## src/rtl/op_sequencer_if.sv

```systemverilog
// rtl/op_sequencer_if.sv - opr_mode_t package and board/datapath-facing interface of op_sequencer
package op_sequencer_pkg;
  typedef enum logic [2:0] {
    RESET        = 3'd0,
    MUL          = 3'd1,
    LEADING_ONES = 3'd2,
    COUNT_ONES   = 3'd3,
    ADD          = 3'd4,
    SUB          = 3'd5
  } opr_mode_t;
endpackage

interface op_sequencer_if #(
  parameter int WIDTH = 16
);
  import op_sequencer_pkg::*;

  logic             btnc_i;
  logic             btnu_i;
  logic             btnd_i;
  logic             btnl_i;
  logic             btnr_i;
  logic [WIDTH-1:0] sw_i;
  logic [WIDTH-1:0] result_i;
  opr_mode_t        sel_o;
  logic [WIDTH-1:0] sw_o;
  logic [WIDTH-1:0] led_o;
  logic             busy_o;
  logic             done_o;
  logic             overrun_o;

  modport master (
    input  btnc_i, btnu_i, btnd_i, btnl_i, btnr_i, sw_i, result_i,
    output sel_o, sw_o, led_o, busy_o, done_o, overrun_o
  );

  modport slave (
    output btnc_i, btnu_i, btnd_i, btnl_i, btnr_i, sw_i, result_i,
    input  sel_o, sw_o, led_o, busy_o, done_o, overrun_o
  );
endinterface

```

## src/rtl/op_sequencer.sv

```systemverilog
// rtl/op_sequencer.sv - button conditioning and operand/result sequencing for select_action
module op_sequencer
  import op_sequencer_pkg::*;
#(
  parameter int WIDTH           = 16,
  parameter int DEBOUNCE_CYCLES = 16,
  parameter int SETTLE_CYCLES   = 2
) (
  input  logic            clk,
  input  logic            rst,
  op_sequencer_if.master  bus
);

  localparam int NB  = 5;
  localparam int DCW = (DEBOUNCE_CYCLES > 1) ? $clog2(DEBOUNCE_CYCLES) : 1;
  localparam int SCW = (SETTLE_CYCLES > 1) ? $clog2(SETTLE_CYCLES) : 1;
  localparam logic [DCW-1:0] DB_MAX    = DCW'(DEBOUNCE_CYCLES - 1);
  localparam logic [SCW-1:0] SET_START = SCW'(SETTLE_CYCLES - 1);

  typedef enum logic [1:0] {IDLE, SETTLE, CAPTURE} state_t;

  // Bit order is the priority order: C, U, D, L, R
  logic [NB-1:0]  btn_raw;
  logic [NB-1:0]  sync1, sync2, deb, deb_prev, press;
  logic [DCW-1:0] db_cnt [NB];

  assign btn_raw = {bus.btnr_i, bus.btnl_i, bus.btnd_i, bus.btnu_i, bus.btnc_i};
  assign press   = deb & ~deb_prev;

  always_ff @(posedge clk or posedge rst) begin
    if (rst) begin
      sync1    <= '0;
      sync2    <= '0;
      deb      <= '0;
      deb_prev <= '0;
      for (int i = 0; i < NB; i++) db_cnt[i] <= '0;
    end else begin
      sync1    <= btn_raw;
      sync2    <= sync1;
      deb_prev <= deb;
      for (int i = 0; i < NB; i++) begin
        if (sync2[i] != deb[i]) begin
          if (db_cnt[i] == DB_MAX) begin
            deb[i]    <= sync2[i];
            db_cnt[i] <= '0;
          end else begin
            db_cnt[i] <= db_cnt[i] + DCW'(1);
          end
        end else begin
          db_cnt[i] <= '0;
        end
      end
    end
  end

  logic      any_press;
  opr_mode_t press_mode;

  always_comb begin
    any_press  = |press;
    press_mode = RESET;
    if      (press[0]) press_mode = MUL;
    else if (press[1]) press_mode = LEADING_ONES;
    else if (press[2]) press_mode = COUNT_ONES;
    else if (press[3]) press_mode = ADD;
    else if (press[4]) press_mode = SUB;
  end

  state_t           state_q, state_d;
  opr_mode_t        sel_q, sel_d;
  logic [WIDTH-1:0] sw_q, sw_d, led_q, led_d;
  logic             busy_q, busy_d, done_q, done_d, ovr_q, ovr_d;
  logic [SCW-1:0]   scnt_q, scnt_d;

  always_ff @(posedge clk or posedge rst) begin
    if (rst) begin
      state_q <= IDLE;
      sel_q   <= RESET;
      sw_q    <= '0;
      led_q   <= '0;
      busy_q  <= 1'b0;
      done_q  <= 1'b0;
      ovr_q   <= 1'b0;
      scnt_q  <= '0;
    end else begin
      state_q <= state_d;
      sel_q   <= sel_d;
      sw_q    <= sw_d;
      led_q   <= led_d;
      busy_q  <= busy_d;
      done_q  <= done_d;
      ovr_q   <= ovr_d;
      scnt_q  <= scnt_d;
    end
  end

  always_comb begin
    state_d = state_q;
    sel_d   = sel_q;
    sw_d    = sw_q;
    led_d   = led_q;
    busy_d  = busy_q;
    done_d  = 1'b0;
    ovr_d   = ovr_q;
    scnt_d  = scnt_q;
    unique case (state_q)
      IDLE: begin
        if (any_press) begin
          state_d = SETTLE;
          sel_d   = press_mode;
          sw_d    = bus.sw_i;
          busy_d  = 1'b1;
          ovr_d   = 1'b0;
          scnt_d  = SET_START;
        end
      end
      SETTLE: begin
        if (any_press) ovr_d = 1'b1;
        if (scnt_q == '0) state_d = CAPTURE;
        else              scnt_d  = scnt_q - SCW'(1);
      end
      CAPTURE: begin
        if (any_press) ovr_d = 1'b1;
        led_d   = bus.result_i;
        done_d  = 1'b1;
        busy_d  = 1'b0;
        state_d = IDLE;
      end
      default: state_d = IDLE;
    endcase
  end

  assign bus.sel_o     = sel_q;
  assign bus.sw_o      = sw_q;
  assign bus.led_o     = led_q;
  assign bus.busy_o    = busy_q;
  assign bus.done_o    = done_q;
  assign bus.overrun_o = ovr_q;

endmodule

```

## src/flat_wrapper.sv

```systemverilog
// flat-port wrapper written by rule: the top's interface ports become plain ports
module op_sequencer_flat import op_sequencer_pkg::*;
#(
  parameter int WIDTH           = 16,
  parameter int DEBOUNCE_CYCLES = 16,
  parameter int SETTLE_CYCLES   = 2
)
  (clk, rst, bus_btnc_i, bus_btnu_i, bus_btnd_i, bus_btnl_i, bus_btnr_i, bus_sw_i, bus_result_i, bus_sel_o, bus_sw_o, bus_led_o, bus_busy_o, bus_done_o, bus_overrun_o);
  op_sequencer_if #(.WIDTH(WIDTH)) bus_i ();
  input  logic clk;
  input  logic rst;
  input wire logic [$bits(bus_i.btnc_i)-1:0] bus_btnc_i;
  input wire logic [$bits(bus_i.btnu_i)-1:0] bus_btnu_i;
  input wire logic [$bits(bus_i.btnd_i)-1:0] bus_btnd_i;
  input wire logic [$bits(bus_i.btnl_i)-1:0] bus_btnl_i;
  input wire logic [$bits(bus_i.btnr_i)-1:0] bus_btnr_i;
  input wire logic [$bits(bus_i.sw_i)-1:0] bus_sw_i;
  input wire logic [$bits(bus_i.result_i)-1:0] bus_result_i;
  output wire logic [$bits(bus_i.sel_o)-1:0] bus_sel_o;
  output wire logic [$bits(bus_i.sw_o)-1:0] bus_sw_o;
  output wire logic [$bits(bus_i.led_o)-1:0] bus_led_o;
  output wire logic [$bits(bus_i.busy_o)-1:0] bus_busy_o;
  output wire logic [$bits(bus_i.done_o)-1:0] bus_done_o;
  output wire logic [$bits(bus_i.overrun_o)-1:0] bus_overrun_o;
  assign bus_i.btnc_i = bus_btnc_i;
  assign bus_i.btnu_i = bus_btnu_i;
  assign bus_i.btnd_i = bus_btnd_i;
  assign bus_i.btnl_i = bus_btnl_i;
  assign bus_i.btnr_i = bus_btnr_i;
  assign bus_i.sw_i = bus_sw_i;
  assign bus_i.result_i = bus_result_i;
  assign bus_sel_o = bus_i.sel_o;
  assign bus_sw_o = bus_i.sw_o;
  assign bus_led_o = bus_i.led_o;
  assign bus_busy_o = bus_i.busy_o;
  assign bus_done_o = bus_i.done_o;
  assign bus_overrun_o = bus_i.overrun_o;
  op_sequencer #(.WIDTH(WIDTH), .DEBOUNCE_CYCLES(DEBOUNCE_CYCLES), .SETTLE_CYCLES(SETTLE_CYCLES)) u_core (.clk(clk), .rst(rst), .bus(bus_i));
endmodule
```

## config.mk

```make
export PLATFORM = sky130hd
export DESIGN_NAME = op_sequencer_flat
export DESIGN_NICKNAME = d
export VERILOG_FILES = /design/src/rtl/op_sequencer_if.sv /design/src/rtl/op_sequencer.sv /design/src/flat_wrapper.sv
export SDC_FILE = /design/constraint.sdc
export NUM_CORES = 1
export LEC_CHECK = 0
export BUFFER_PORTS_ARGS = -buffer_cell sky130_fd_sc_hd__buf_2
export CAP_MARGIN = 30
export CELL_PAD_IN_SITES_DETAIL_PLACEMENT = 0
export CELL_PAD_IN_SITES_GLOBAL_PLACEMENT = 1
export CORE_ASPECT_RATIO = 0.5
export CORE_MARGIN = 2
export CORE_UTILIZATION = 46
export DETAILED_ROUTE_END_ITERATION = 10
export PLACE_DENSITY_LB_ADDON = 0.1
export SLEW_MARGIN = 20
export SYNTH_ARGS = -nofsm -noshare
export SYNTH_HDL_FRONTEND = slang
export SYNTH_SLANG_ARGS = --single-unit
```

## constraint.sdc

```tcl
create_clock -name clk -period 4.2 [get_ports clk]
set_clock_uncertainty 0.05 [all_clocks]
set_input_delay 0.63 -clock clk [delete_from_list [all_inputs] [get_ports clk]]
set_output_delay 0.63 -clock clk [all_outputs]
set_load 0.05 [all_outputs]
```

### Word-level counts from Yosys, hierarchy flattened

Cells that the tools add are included.

| storage, ports and cells | value |
|---|---|
| flip-flop bits (word level) | 81 |
| bits in latches | 0 |
| RAM bits | 0 |
| memory bits (read-only) | 0 |
| input bits | 39 |
| word-level logic and storage cells | 85 |
| memories | 0 |

| operators by class | value |
|---|---|
| add/sub/neg operators | 6 |
| $mul | 0 |
| divide/modulo/power cells | 0 |
| magnitude comparators | 0 |
| equal/unequal tests | 15 |
| shift operators | 0 |
| multiplexer cells | 25 |
| bitwise operators | 2 |
| reductions and logical operators | 16 |

Operators by type and width:

| cell | number |
|---|---|
| $mux 4 | 10 |
| $add 4x1->4 const B | 5 |
| $eq 4x4->1 const B | 5 |
| $reduce_and 2->1 | 9 |
| $mux 3 | 5 |
| $pmux 1 s2 | 3 |
| $reduce_bool 2->1 | 3 |
| $and 5x5->5 | 1 |
| $ne 1x1->1 | 5 |
| $not 5->5 | 1 |
| $reduce_or 5->1 | 1 |
| $mux 1 | 4 |
| $mux 2 | 2 |
| $ne 2x1->1 const B | 2 |
| $pmux 2 s2 | 1 |
| $reduce_and 3->1 | 1 |
| $eq 2x1->1 const B | 1 |
| $eq 2x2->1 const B | 1 |
| $logic_not 2->1 | 1 |
| $ne 2x2->1 const B | 1 |
| $reduce_or 2->1 | 1 |
| $sub 1x1->1 const B | 1 |

### Logic depth before layout (Yosys ltp)

| logic depth | value |
|---|---|
| depth in word-level cells | 7 |
| gate-level depth with buffers | 6 |

### Worst setup path before layout

No wires, ideal clock.

| path | value |
|---|---|
| path type | reg2reg |
| start point | register u_core.deb[0] |
| end point | register u_core.sw_q[0], in the netlist u_core.bus.sw_o[0] |
| arrival time | 1.546 ns |
| data required time | 4.025 ns |
| slack | 2.479 ns |
| cell stages (with the launch flop) | 6 |
| buffers on the path | 1 |
| clock period less this slack | 1.721 ns |
| path through | dfrtp_1 nor2b_4 or3_4 o21ai_4 buf_12 mux2_4 |

| on the way | value |
|---|---|
| word-level cells in the longest chain between the ends | 3 |

RTL lines:

| element | line | text |
|---|---|---|
| start: declaration | op_sequencer.sv:24 | `logic [NB-1:0] sync1, sync2, deb, deb_prev, press;` |
| start signal: indexed assignment | op_sequencer.sv:44 | `deb[i] <= sync2[i];` |
| $and 5x5->5 | op_sequencer.sv:28 | `assign press = deb & ~deb_prev;` |
| $reduce_or 5->1 | op_sequencer.sv:60 | `any_press = \|press;` |
| $reduce_and 2->1 (no line) | - |  |
| end signal: assignment | op_sequencer.sv:88 | `sw_q <= sw_d;` |
| end: declaration | op_sequencer.sv:71 | `logic [WIDTH-1:0] sw_q, sw_d, led_q, led_d;` |

No other way between the ends.
A chain may end at the register's enable or synchronous reset.

### Final worst setup path

| path | value |
|---|---|
| start point | register u_core.deb[0] |
| end point | register u_core.sw_q[9], in the netlist u_core.bus.sw_o[9] |

Same word-level chain as after synthesis.

==> metrics.cfg <==
[status]
status=completed

[clock_network]
cts.clk_slew.worst_paths_ns=0.05
root_buffer=clkbuf_16
cts_buffers=9
insertion_delay_ns=0.32
cts_buffer_depth=2
clock-sinks=81
ctsResizeCount=0
post-cts-setup-buffers=0
htree_levels=3
ctsHoldBuffers=0
cts_tree=built

[power]
switching_share_pct=35.6
ir_drop_mv=0.233
power.density_nw_per_um2=618
pwr-share-comb_pct=32.3
p_leak_nw=1.95
clock_power_share_pct=27.9
switchingPower_uw=882
power_mw=2.48
internal-power_mw=1.59
pwr-share-seq_pct=39.9

[sta]
layout_min_cycle_time_ns=2.12
setup_tns_ns=0
finalHoldViolCount=0
worstMarginPinSlew_ns=0.812
max_freq_mhz=471
fin_ws_ns=2.08
period_share_pct=50.6
setup_violations=0
rsz0062_at_grt=false
fin_hold_ws_ns=0.181
report.final.slew_viol_count=0
slew_headroom_pct=45.7

[floorplan]
start_util_pct=48.2
dieArea_um2=7830
rows=21
io_pins=77
die_w_um=123
core_region_area_um2=6780
chipHeight_um=63.6

[route]
postRouteWirelength_um=5700
drtAntennaViolNets=0
wl_per_cell_um=14.1
drt_iter0_drc=131
drc=0
vias=2026
vias_per_cell=5.01
first_pass_iters=4

[final_layout]
fillers=555
design_area_um2=4010
regArea_um2=2030
n_antenna_cell=0
multiInputGateArea_um2=1160
syn_to_final_growth_pct=22.7
drive_above_1_share_pct=42.9
final_cells=404
fin_nets=357
utilization_pct=59.1

[worst_setup_path]
cp.required_ns=4.36
endpoint_kind=flop
cp.arrival_ns=2.28
crit_path_max_fanout=20
critPathKind=flop to flop
start_kind=flop

[grt]
busiest_layer=met2
grt_max_degree=54
grt_use_met2_pct=24.5
grt_pass1_vias=2042
grt_first_pass_wirelength_um=9340
grtUsageMet1_pct=20.2
grt_use_total_pct=15.8
met3_usage_pct=5.62
antenna_found_initial=0
grt_overflow=0

[logic_synthesis]
synth_mux_area_share_pct=14.9
netlist_area_um2=3270
synth-adder-area-share_pct=3.45
postSynthCellCount=225
ys_seq_area_share_pct=62.1
synth-seq-cells=81
syn_avg_cell_area_um2=14.5
yosysWarningCount=0
synth_compound_area_share_pct=6.74
synth_top_family_by_area=multiplexers
ys_types=31
synth_fp_nets=273
yosys.area_share.simple_pct=7.62
synth-xor-area-share_pct=2.68

[min_path]
hp-class=input pin to async pin

[placement]
dp_hpwl_um=4110
io_buffers=76
placed_cells=389
dp_slack_ns=2.06
placed_cell_area_um2=3720
globalplace.congestion=0.732

[job]
maxCapViolCount=0

-- path summary, 6_finish.rpt --
path / slack, ns / startpoint / cells past startpoint / endpoint
worst max-delay path: 2.08 / u_core.deb[0]$_DFFE_PP0P_ / 4 / u_core.bus.sw_o[9]$_DFFE_PP0P_
worst min-delay path: 0.18 / rst / 2 / u_core.db_cnt[12]$_DFF_PP0_
worst max register to register: 2.08 / u_core.deb[0]$_DFFE_PP0P_ / 4 / u_core.bus.sw_o[9]$_DFFE_PP0P_
worst min register to register: 0.30 / u_core.sync1[3]$_DFF_PP0_ / 0 / u_core.sync2[3]$_DFF_PP0_
max in group asynchronous: 3.03 / rst / 4 / u_core.sync1[2]$_DFF_PP0_
min in group clk: 0.30 / u_core.sync1[3]$_DFF_PP0_ / 0 / u_core.sync2[3]$_DFF_PP0_
-- metal layers --
| layer | vias to the layer above | part of all wire (%) |
|---|---|---|
| met5 | - | 0 |
| met4 | 0 | 1.5 |
| met1 | 993 | 47 |
| met3 | 10 | 7.5 |
| li1 | 958 | - |
| met2 | 65 | 44 |
-- critical path, stage by stage (launching register included) --
cell     delay, ns
dfrtp_1       0.40
nor2b_4       0.15
or3_4         0.40
o21ai_4       0.65
mux2_4        0.35
-- flip-flops by register name, summed over array words and instances (netlist names) --
name	count
u_core.db_cnt	20
u_core.bus.led_o	16
u_core.bus.sw_o	16
u_core.deb	5
u_core.deb_prev	5
u_core.sync1	5
u_core.sync2	5
u_core.bus.sel_o	3
u_core.state_q	2
u_core.bus.busy_o	1
u_core.bus.done_o	1
u_core.bus.overrun_o	1
u_core.scnt_q	1
-- cells in the mapped netlist --
library cell / count / share of area (%)
o21ai_0: 6 / 0.92
nor2_1: 8 / 0.92
nor2b_4: 2 / 0.84
o21ai_4: 1 / 0.50
buf_8: 1 / 0.46
nor3_2: 1 / 0.31
inv_1: 9 / 1.0
ha_1: 9 / 3.4
mux2_4: 16 / 7.4
a311oi_1: 5 / 1.3
nand2b_1: 4 / 0.77
or3_4: 1 / 0.34
a31oi_1: 1 / 0.19
clkbuf_1: 2 / 0.23
a32oi_1: 1 / 0.27
nor2b_1: 8 / 1.5
a31o_2: 1 / 0.27
nand4_1: 2 / 0.38
a22o_1: 1 / 0.27
nand2_1: 2 / 0.23
mux2_2: 22 / 7.6
buf_2: 1 / 0.15
a21oi_1: 15 / 2.3
or2_1: 1 / 0.19
nand4b_1: 5 / 1.3
buf_12: 1 / 0.61
nand3_1: 5 / 0.77
o31ai_1: 1 / 0.23
dfrtp_1: 81 / 62
o211ai_1: 2 / 0.46
xnor2_1: 10 / 2.7
-- cell usage in the layout, fill, tap and decap left out, types with 3 or more instances in the layout --
master / instances
mux2_2: 22
a21oi_1: 15
a311oi_1: 5
nand2b_1: 4
nor2b_1: 8
nand3_1: 5
nand4b_1: 5
clkbuf_1: 3
buf_2: 76
inv_1: 8
ha_1: 9
dfrtp_1: 81
o21ai_0: 6
mux2_4: 16
xnor2_1: 10
nor2_1: 8
clkbuf_16: 9
-- cell families after synthesis --
family,after synthesis
DFF,81
and+or+nand+nor,39
muxes,38
AOI/OAI and AO/OA,34
buffers and inverters,14
xor gates and xnor gates,10
adders and majority gates,9
-- power by group through the flow --
stage | Sequential [mW] | Clock, mW | Combinational (mW)
floorplan | 1.34 | 0 | 0.274
global placement | 0.990 | 0 | 0.794
detailed placement | 1.00 | 0 | 0.801
CTS | 0.988 | 0.709 | 0.803
global route | 1.00 | 0.747 | 0.853
finish | 0.987 | 0.690 | 0.799
-- area by class of cell --
cell class | count | share of cell area [%]
sequential | 81 | 50.6
tap | 92 | 2.87
clock buffer | 14 | 6.59
timing repair buffer | 78 | 10.2
multi-input combinational | 130 | 28.9
inverter | 9 | 0.874
Note: power is estimated with default switching activity, not from simulation.
